==> config.mk <==
export PLATFORM = sky130hd
export DESIGN_NAME = io_uart_tx
export DESIGN_NICKNAME = d
export VERILOG_FILES = /design/src/rtl/io_uart_tx.sv
export SDC_FILE = /design/constraint.sdc
export NUM_CORES = 1
export LEC_CHECK = 0
export ABC_CLOCK_PERIOD_IN_PS = 6250
export CORE_ASPECT_RATIO = 0.8
export CORE_MARGIN = 1.5
export CORE_UTILIZATION = 40
export DETAILED_ROUTE_END_ITERATION = 16
export SLEW_MARGIN = 10
export SYNTH_ARGS = -nofsm -noshare
export SYNTH_HDL_FRONTEND = slang
export SYNTH_SLANG_ARGS = --single-unit
==> constraint.sdc <==
create_clock -name clk -period 6.25 [get_ports clk]
set_input_delay 0.9375 -clock clk [delete_from_list [all_inputs] [get_ports clk]]
set_output_delay 0.9375 -clock clk [all_outputs]
set_load 0.03 [all_outputs]
==> src/rtl/io_uart_tx.sv <==
// io_uart_tx: buffered 8N1 UART transmitter for the CPU-side character stream.
//
// Bytes written with uart_io_we are queued in a small FIFO. The serialiser
// shifts each byte out LSB first, framed by a start bit (0) and a stop bit (1).
// When another byte is waiting at the end of a stop bit, the next start bit
// follows on the very next cycle, so there is no idle gap between frames.
//
// Parameters:
//   BAUD_DIV  clk cycles per UART bit (2..65535)
//   FIFO_AW   FIFO address width; depth = 2**FIFO_AW
//
// Ports:
//   clk           system clock
//   rst           asynchronous reset, active-high
//   uart_io_char  byte to transmit (ignored unless uart_io_we)
//   uart_io_we    write strobe, one byte per cycle
//   uart_io_full  FIFO full (combinational from the occupancy count)
//   uart_tx       serial line, idle high, registered
//   tx_busy       a frame is in flight or bytes are queued
//   tx_overrun    sticky: a write arrived while full; cleared only by rst
module io_uart_tx #(
  parameter int BAUD_DIV = 434,
  parameter int FIFO_AW  = 4
) (
  input  logic       clk,
  input  logic       rst,
  input  logic [7:0] uart_io_char,
  input  logic       uart_io_we,
  output logic       uart_io_full,
  output logic       uart_tx,
  output logic       tx_busy,
  output logic       tx_overrun
);

  localparam int DEPTH = 1 << FIFO_AW;
  localparam int BW    = $clog2(BAUD_DIV);
  localparam logic [BW-1:0]      BAUD_RELOAD = BW'(BAUD_DIV - 1);
  localparam logic [FIFO_AW:0]   COUNT_FULL  = (FIFO_AW + 1)'(DEPTH);

  typedef enum logic [1:0] {
    IDLE,
    START,
    DATA,
    STOP
  } state_t;

  // ---------------------------------------------------------------------------
  // FIFO
  // ---------------------------------------------------------------------------
  logic [7:0]         mem [DEPTH];
  logic [FIFO_AW-1:0] wr_ptr;
  logic [FIFO_AW-1:0] rd_ptr;
  logic [FIFO_AW:0]   count;
  logic               empty;
  logic               push;
  logic               pop;

  // Full is judged before any pop in the same cycle, so a write that lands on
  // the cycle a byte leaves is still dropped.
  assign uart_io_full = (count == COUNT_FULL);
  assign empty        = (count == '0);
  assign push         = uart_io_we && !uart_io_full;

  // NOTE: the storage is reset along with the pointers so that every flop in
  // the block comes out of reset at a known value; the pointers alone already
  // make stale contents unreachable.
  always_ff @(posedge clk or posedge rst) begin
    if (rst) begin
      for (int i = 0; i < DEPTH; i++) mem[i] <= '0;
    end else if (push) begin
      mem[wr_ptr] <= uart_io_char;
    end
  end

  // NOTE: sequential state uses non-blocking assignments so every flop samples
  // the pre-edge values, independent of statement order.
  always_ff @(posedge clk or posedge rst) begin
    if (rst) begin
      wr_ptr <= '0;
      rd_ptr <= '0;
      count  <= '0;
    end else begin
      if (push) wr_ptr <= wr_ptr + 1'b1;
      if (pop)  rd_ptr <= rd_ptr + 1'b1;
      case ({push, pop})
        2'b10:   count <= count + 1'b1;
        2'b01:   count <= count - 1'b1;
        default: count <= count;
      endcase
    end
  end

  always_ff @(posedge clk or posedge rst) begin
    if (rst)                           tx_overrun <= 1'b0;
    else if (uart_io_we && uart_io_full) tx_overrun <= 1'b1;
  end

  // ---------------------------------------------------------------------------
  // Serialiser FSM
  // ---------------------------------------------------------------------------
  state_t        state_q, state_d;
  logic [BW-1:0] baud_q, baud_d;
  logic [2:0]    bit_q, bit_d;
  logic [7:0]    shift_q, shift_d;
  logic          tx_d;

  always_ff @(posedge clk or posedge rst) begin
    if (rst) begin
      state_q <= IDLE;
      baud_q  <= '0;
      bit_q   <= '0;
      shift_q <= '0;
      uart_tx <= 1'b1;
    end else begin
      state_q <= state_d;
      baud_q  <= baud_d;
      bit_q   <= bit_d;
      shift_q <= shift_d;
      uart_tx <= tx_d;
    end
  end

  // NOTE: every output of this block is given a default first, so no path
  // through the case leaves a signal unassigned and no latch is inferred.
  always_comb begin
    state_d = state_q;
    baud_d  = baud_q;
    bit_d   = bit_q;
    shift_d = shift_q;
    pop     = 1'b0;

    unique case (state_q)
      IDLE: begin
        if (!empty) begin
          pop     = 1'b1;
          shift_d = mem[rd_ptr];
          baud_d  = BAUD_RELOAD;
          state_d = START;
        end
      end

      START: begin
        if (baud_q == '0) begin
          baud_d  = BAUD_RELOAD;
          bit_d   = '0;
          state_d = DATA;
        end else begin
          baud_d = baud_q - 1'b1;
        end
      end

      DATA: begin
        if (baud_q == '0) begin
          baud_d  = BAUD_RELOAD;
          shift_d = shift_q >> 1;
          bit_d   = bit_q + 1'b1;
          if (bit_q == 3'd7) state_d = STOP;
        end else begin
          baud_d = baud_q - 1'b1;
        end
      end

      STOP: begin
        if (baud_q == '0) begin
          if (!empty) begin
            // Chain straight into the next frame without passing through IDLE.
            pop     = 1'b1;
            shift_d = mem[rd_ptr];
            baud_d  = BAUD_RELOAD;
            state_d = START;
          end else begin
            state_d = IDLE;
          end
        end else begin
          baud_d = baud_q - 1'b1;
        end
      end

      default: state_d = IDLE;
    endcase

    // The line level is derived from the next state and registered, so the
    // pin changes exactly on the edge where the state changes, glitch-free.
    unique case (state_d)
      START:   tx_d = 1'b0;
      DATA:    tx_d = shift_d[0];
      default: tx_d = 1'b1;
    endcase
  end

  assign tx_busy = (state_q != IDLE) || !empty;

endmodule

==> results, run 1 <==
- The internal power of the cells totals approximately 3.1 mW.
- The final route contains around 4900 vias.
- Routability-driven placement finished with a final weighted congestion of approximately 0.82.
- The final count of pins violating max slew was 0.
- The cell area power density is roughly 530 mW/mm2.
- The average wire per cell in the routed design is 19.66 um.
- The required time at the endpoint of the critical path is between 6 and 7 ns.
- The H-tree was split into 4 levels.
- The library cells used most frequently in the layout, excluding fill and tap cells, are dfrtp_1 (163), mux2_2 (133), mux4_2 (33), nand2_1 (31), a21oi_1 (19).
- The CTS tree is built.
- Clock-pin slew was measured on the worst setup and hold paths at 0.07 ns.
- The sequential cell area fraction in the yosys report is about half.
- Entering global routing, the biggest net connects 111 pins.
- The number of nets still failing antenna checks after routing is 0.
- The width of the chip is approximately 160 um.
- The slowest library cell on the worst path is and2_1.
- The detailed-route vias per instance is 5.575.
- The final number of hold-violating endpoints is 0.
- The repair_antennas step left the layout with diodes totalling 0.
- The time the final worst path needs with I/O delays and setup is ~3.7 ns.
- The die covers about 0.021 mm2.
- In this design, the stage delay of the slowest critical-path cell is 0.77 ns.
- The number of synthesized register bits is 165.
- For this run, the post-layout net count is about 620.
- The maximum clock path buffer count is 2.
- The run finished with clean final reports.
- In this run the tool buffered the top-level ports with 14 buffer cells.
- The category of the worst setup path launch point is an input pin.
- The kind of critical path is input pin to flip-flop.
- Cells with a size suffix above 1 make up about 38% of the layout.
- 15 I/O pins were placed.
- The signal on the critical path passes through clkdlybuf4s50_1 -> and2_1 -> inv_1 -> ha_1 -> xor2_1 -> ha_1 -> o21a_1 -> o22a_1 -> a21oi_1 -> xor2_1 -> nor2_1 -> xor2_1.
- The root buffer cell is clkbuf_16.
- The type of the most critical hold path is flip-flop to flip-flop.
- The library cell used most frequently in the layout, excluding fill and tap cells, is dfrtp_1.
- In the global route stage, overall resource usage came out at roughly 18%.
- The headroom to the max-slew limit is about 34%.
- The proportion of power drawn by combinational gates is 39.0%.
- In this run the mean area of a mapped cell was between 10 and 15 um2.
- The final number of setup-violating endpoints is 0.
- Setup repair after global routing left no endpoint under its margin.
- The clock network latency to the later pin of the worst-skew pair is 0.43 ns.
- The area growth from synthesis to layout is 11.65%.
- In this run the vertical extent of the chip is between 100 and 150 um.
- Net switching is a little over a third of the power.
- In this run the worst path has a maximum fanout of 22.
- The cell count after synthesis came out at 591.
- Once the floorplan was initialized, standard cells occupied about two fifths of the core.
- In this run the post-CTS setup repair buffer count came out at 0.
- The length of the first detailed-routing pass in iterations is 5.
- Across the run, the number of max-cap violations was 0.
- Counting the buffers created by CTS gives 17.
- The region available for standard cell placement spans roughly 0.020 mm2.
- The row count is between 40 and 50.
- In this run the cell area of the synthesized design comes to slightly above 0.008 mm2.
- Clock skew on the completed layout was measured at about 0.0077 ns.
- Global routing finished with a remaining overflow of 0.
- The family with the most delay on the worst path is simple AND/OR/NAND/NOR gates.
- The switching power is around 1.7 mW.
- The number of instances resized during post-cts repair is 0.
- The minimum setup slack among reg-to-reg paths is 2.76 ns.
- The critical path data arrival time is between 4 and 5 ns.
- The number of nets handed over by synthesis was 620.
- Of the available clock period, the critical path in the final layout requires roughly three fifths.
- After clock tree synthesis, the flow added hold-fix buffers numbering 0.
- The buffering stage count on the worst path with inverters included is 2.
- The slew of the pin with the lowest slew margin is around 1 ns.
- The number of global-route vias before repair is roughly 5200.
- Cells fill a little under half of the core in the end.
- The count of cell types in the netlist is ~50.
- After detailed routing, the number of remaining DRC violations is 0.
- The most numerous cell type found on the critical path is xor2_1.
- In this run, flip-flops and latches consume around 40% of the power.
- The worst setup path is captured at a flip-flop.
- The detailed placement HPWL is ~11000 um.
- The initial antenna violation count is 0.
- The worst voltage drop across the vdd grid is around 0.2 mV.
- The analysis attributes to cell leakage a power of 3.890 nW.
- The synthesis warning total is 0.
- The clock net sink count is 165.
- After routing, the total negative slack on setup checks comes to 0 ns.
- The share of total power dissipated in the clock network is 21.0%.
- The detailed router finished its first iteration with 459 violations.
- The first global-routing pass estimated approximately 28000 um of wire.
- For this block, the routed nets add up to about 17000 um of wire.
- Derived from the worst setup path, the maximum achievable clock frequency is about 0.27 GHz.
-- worst paths after layout --
kind,startpoint,to,cells past startpoint
worst max-delay path,uart_io_we,count[4],12
worst min-delay path,tx_overrun,tx_overrun,1
worst max register to register,count[1],count[4],13
worst min register to register,tx_overrun,tx_overrun,1
max in group asynchronous,rst,mem[44],3
min in group asynchronous,rst,mem[120],2
-- cells by family after synthesis --
logic type / synth area share (%)
compound gates: 6.189
xor+xnor: 1.405
fa+ha+maj: 2.778
buf+inv: 2.300
flops: 50.95
mux: 28.82
simple gates: 7.563
-- metrics by stage --
stage	instance area [um2]	hold slack, ns	worst slack [ns]	cells	power, mW
floorplan	8107	0.4391	0.8525	591	3.368
global placement	8468	0.4382	2.198	838	3.738
detailed placement	8468	0.4435	2.103	838	3.842
CTS	9051	0.4591	2.550	870	4.874
global route	9051	0.4915	2.284	870	5.151
finish	9051	0.4595	2.554	870	4.833
-- area by class of cell --
type / count / area, um2
well taps: 264 / 330.3
multi-input cells: 380 / 3790
flip-flops and latches: 165 / 4131
clock inverters: 15 / 157.7
repair buffers: 18 / 170.2
fillers: 1772 / 10810
inverters: 11 / 46.29
clock buffers: 17 / 425.4
-- flip-flops by register name (all words and copies together), names as in the netlist --
register and count:
wr_ptr 4, mem 128, state_q 2, count 5, bit_q 3, rd_ptr 4, uart_tx 1, shift_q 8
tx_overrun 1, baud_q 9
-- per-layer routing --
layer	vias to the layer above	GRT usage [%]	part of all wire, %
met5	-	0	0
met4	0	6.152	1.6
met3	22	3.655	3.7
met2	106	27.62	46
met1	2534	24.70	48
li1	2188	-	-
-- worst reg2reg max path, delay by kind of cell, from the launching register on --
family          cells  cell delay [ns]
simple gates        4             1.20
xor+xnor            3             0.46
compound gates      3             0.53
buf+inv             1             0.21
fa+ha+maj           2             0.55
flops               1             0.47
-- synthesized netlist by cell type (all sizes together) --
| library cell | n | area share, % |
|---|---|---|
| dfrtp | 164 | 51 |
| ha | 18 | 2.8 |
| xnor2 | 5 | 0.54 |
| nor3 | 4 | 0.31 |
| o32a | 2 | 0.25 |
| a22oi | 7 | 0.65 |
| xor2 | 8 | 0.86 |
| nor4 | 2 | 0.42 |
| and3 | 2 | 0.15 |
| or3 | 6 | 0.46 |
| mux2i | 8 | 0.99 |
| a41oi | 2 | 0.22 |
| a31oi | 1 | 0.077 |
| and4 | 1 | 0.11 |
| nand2b | 4 | 0.31 |
| mux4 | 33 | 9.2 |
| nand3 | 13 | 1.6 |
| nand4 | 5 | 0.54 |
| a211oi | 6 | 0.56 |
| o31ai | 2 | 0.19 |
| nor2b | 10 | 0.77 |
| a2111oi | 2 | 0.45 |
| o21a | 1 | 0.093 |
| and2 | 1 | 0.077 |
| nor4b | 1 | 0.19 |
| dfstp | 1 | 0.32 |
| clkbuf | 21 | 0.97 |
| a22o | 6 | 0.65 |
| a21oi | 20 | 1.3 |
| nand2 | 31 | 1.4 |
| nor3b | 2 | 0.25 |
| o211ai | 1 | 0.093 |
| mux2 | 134 | 19 |
| nor2 | 18 | 0.86 |
| o22ai | 1 | 0.077 |
| a21boi | 2 | 0.19 |
| o21ai | 15 | 0.93 |
| a21o | 2 | 0.19 |
| buf | 14 | 0.82 |
| o22a | 3 | 0.32 |
| or2 | 1 | 0.077 |
| inv | 11 | 0.51 |
-- power groups by stage --
stage | logic [mW] | clock network [mW] | registers, mW
CTS | 1.90 | 1.04 | 1.93
global placement | 1.83 | 0 | 1.91
floorplan | 1.58 | 0 | 1.78
detailed placement | 1.89 | 0 | 1.95
global route | 2.06 | 1.09 | 2.00
finish | 1.88 | 1.02 | 1.93
Power figures use the tool's default switching activity.
==> run 2: changes to the inputs <==
ABC_CLOCK_PERIOD_IN_PS = 3900   (was 6250)
clock period = 3.9 ns   (was 6.25 ns; I/O delays follow)
==> run 2 against run 1 <==
Compared with the run above:
- hold slack got worse by 0.0010 ns
- global-route usage rose by 0.22 points
- cell area rose by 1.2%
- clock skew barely moved
- worst setup slack got worse by 2.0 ns
- sequential power rose by 64%
- combinational power rose by 59%
- core utilization rose by 0.57 points
- total power rose by 65%
- critical path depth rose by 1
- die area did not move
- largest cell class unchanged
- highest routed layer unchanged
==> results, run 2 (synthesized netlist as in run 1, its figures left out) <==
- The largest net degree at the start of global routing came to 67 (-40%).
- The weighted congestion at the end of routability-driven global placement is 0.8115 (-1.6%).
- The maximum clock path buffer count came to 2 (unchanged).
- The cell family contributing the most delay on the critical path is simple AND/OR/NAND/NOR gates.
- The total inserted antenna cells is 0 (unchanged).
- The total I/O pin count is 15 (unchanged).
- The critical path goes through nor4_4 -> a41oi_1 -> or2_1 -> nor2_2 -> ha_1 -> xor2_1 -> ha_1 -> a21boi_0 -> o22a_1 -> a21oi_1 -> xor2_1 -> nor2_1 -> xor2_1.
- The total negative setup slack was 0 ns (unchanged).
- The cell area reported after detailed placement is 0.008529 mm2 (+0.72%).
- The number of buffers inserted by hold repair at cts is 0 (unchanged).
- The highest net fanout along the worst path came to 8 (-64%).
- The minimum setup slack among reg-to-reg paths is 0.51 ns (-2.25 ns).
- In this run the worst hold path is classified as flip-flop to flip-flop.
- The headroom to the max-slew limit is 34.24% (+0.61 points).
- The register ranked first by flip-flop count is mem.
- The worst register-to-register path begins at baud_q[8].
- The number of maximum-capacitance constraint violations is 0 (unchanged).
- The proportion of layout cells with a drive suffix above 1 came to 38.13% (+0.35 points).
- The final global-route overflow total is 0 (unchanged).
- The worst-case setup slack after placement came to 0.5328 ns (-1.570 ns).
- The die height is 130.3 um (unchanged).
- The number of buffers inserted during clock tree synthesis is 17 (unchanged).
- The core area came to 0.01986 mm2 (unchanged).
- The worst voltage drop across the vdd grid came to 0.3406 mV (+75%).
- The least setup slack across all paths after layout is 0.5070 ns (-2.047 ns).
- The length of the first detailed-routing pass in iterations came to 4 (-1).
- The share of the cycle needed by the critical path after routing is between 80% and 90%.
- The kind of critical path is flip-flop to flip-flop.
- The buffer count from post-CTS setup fixing is 0 (unchanged).
- The area growth from synthesis to layout is 13.04%.
- The number of H-tree levels was 4 (unchanged).
- In this run the clock root is driven by a clkbuf_16.
- The average wire per cell in the routed design was 19.80 um (+0.74%).
- The final clock skew is 0.007800 ns (+0.0001370 ns).
- The wire length after detailed routing is 17330 um (+1.3%).
- The final number of setup-violating endpoints is 0 (unchanged).
- The startpoint of the worst setup timing path is baud_q[8].
- The number of vias in the routed layout was 4830 (-0.41%).
- The initial antenna violation count was 0 (unchanged).
- The row count was 46 (unchanged).
- The post-route cell area is 0.009164 mm2 (+1.2%).
- The final core utilization is 46.15% (+0.57 points).
- The number of flip-flops under the largest register name is 128 (unchanged).
- The buffering stage count on the worst path with inverters included came to 0 (-2).
- The total routing resource utilization after global routing is 17.91% (+0.22 points).
- The cell area power density is 867.9 mW/mm2 (+63%).
- The worst hold path begins at tx_overrun.
- The leakage power summed over all cells is 3.945 nW (+1.4%).
- Setup repair after global routing left no endpoint under its margin.
- The final count of pins violating max slew is 0 (unchanged).
- The critical path data arrival time is 3.75 ns (-0.26 ns).
- STA classifies the critical path endpoint as a flip-flop.
- The clock network latency to the later pin of the worst-skew pair is 0.43 ns (about the same).
- The clock-pin slew on the worst setup and hold paths is 0.06 ns (about the same).
- The final-stage net count is 627 (+0.80%).
- The time the final worst path needs with I/O delays and setup is ~3.4 ns.
- The slew of the pin with the lowest slew margin is 0.9781 ns (-0.01756 ns).
- The initial DRC count was 344 (-25%).
- The number of global-route vias before repair is 5061 (-2.2%).
- Timing would allow up to 0.2947 GHz.
- The detailed-route vias per instance is 5.520 (-0.98%).
- Counting stages on the worst path, the most repeated cell is xor2_1.
- The initial core utilization came to 40.83% (unchanged).
- The width of the chip was 162.2 um (unchanged).
- TritonCTS built the clock tree.
- The category of the worst setup path launch point is a flip-flop.
- On the critical path, the stage with the largest delay is an instance of dfrtp_1.
- The library cells used most frequently in the layout, excluding fill and tap cells, are dfrtp_1 (163), mux2_2 (133), mux4_2 (33), nand2_1 (31), a21oi_1 (19).
- The number of buffers added on ports is 14 (unchanged).
- The number of nets still failing antenna checks after routing came to 0 (unchanged).
- The leading cell type in the layout, fill and taps excluded is dfrtp_1.
- The final cell count without fillers is 875 (+0.57%).
- The detailed placement HPWL is 11630 um (+2.6%).
- The required time at the endpoint of the critical path came to 4.25 ns (-2.32 ns).
- The post-route DRC violation count is 0 (unchanged).
- The die footprint is 0.02114 mm2 (unchanged).
- The run finished with clean final reports.
- The final number of hold-violating endpoints is 0 (unchanged).
- The placed cell count came to 843 (+0.60%).
- The delay of the slowest critical-path stage is 0.44 ns (-0.33 ns).
- The number of instances resized during post-cts repair was 0 (unchanged).
- The global-route wire length before repair is 28390 um (+0.88%).
- The clock net sink count is 165 (unchanged).
- The largest registers in the layout are mem: 128 flops, baud_q: 9 flops, shift_q: 8 flops.
## run 2: cell types whose count changed in the layout (fill, tap and decap cells not counted), moves of 3 or more
cell / delta
bufinv_16: +4
inv_8: -5
clkinv_2: +3
inv_6: -5
buf_4: +3
## run 2: worst reg2reg max path: cells and delay by family (launching register included)
kind	cells	cell delay, ns
AND/OR/NAND/NOR	4	1.08
AO/OA/AOI/OAI	4	0.66
adder cells (fa/ha/maj)	2	0.61
XOR/XNOR	3	0.52
flip-flops	1	0.44
## run 2: final cells by class
| type | instances | area (um2) |
|---|---|---|
| Tap cell | 264 | 330.3 |
| Clock inverter | 12 | 177.7 |
| Inverter | 11 | 45.04 |
| Fill cell | 1729 | 10690 |
| Timing Repair Buffer | 23 | 232.7 |
| Sequential cell | 165 | 4131 |
| Multi-Input combinational cell | 380 | 3790 |
| Clock buffer | 20 | 456.7 |
## run 2: path summary, 6_finish.rpt
kind	depth (start not counted)	end
setup / recovery	13	count[4]
max in group asynchronous	3	mem[51]
hold / removal	1	tx_overrun
min in group asynchronous	2	mem[104]
hold reg to reg	1	tx_overrun
setup reg to reg	13	count[4]
## run 2: report_power, final
group | internal, mW | switching (mW)
combinational | 1.67 | 1.32
clock | 1.11 | 0.691
sequential | 2.52 | 0.651
total | 5.29 | 2.66
## run 2: routing by layer
metal	global-route usage, %	routed length (um)	vias to the layer above	part of all wire (%)
li1	-	-	2189	-
met3	3.910	562	20	3.2
met4	5.289	209	0	1.2
met1	25.37	8514	2564	49
met2	27.80	8040	57	46
met5	0	0	-	0
## run 2: per-stage QoR
stage          power [mW]  hold WS (ns)
6_report            7.953        0.4585
3_5_place_dp        6.192        0.4526
3_3_place_gp        6.021        0.4414
5_1_grt             8.455        0.4988
2_1_floorplan       5.398        0.4391
4_1_cts             8.013        0.4671
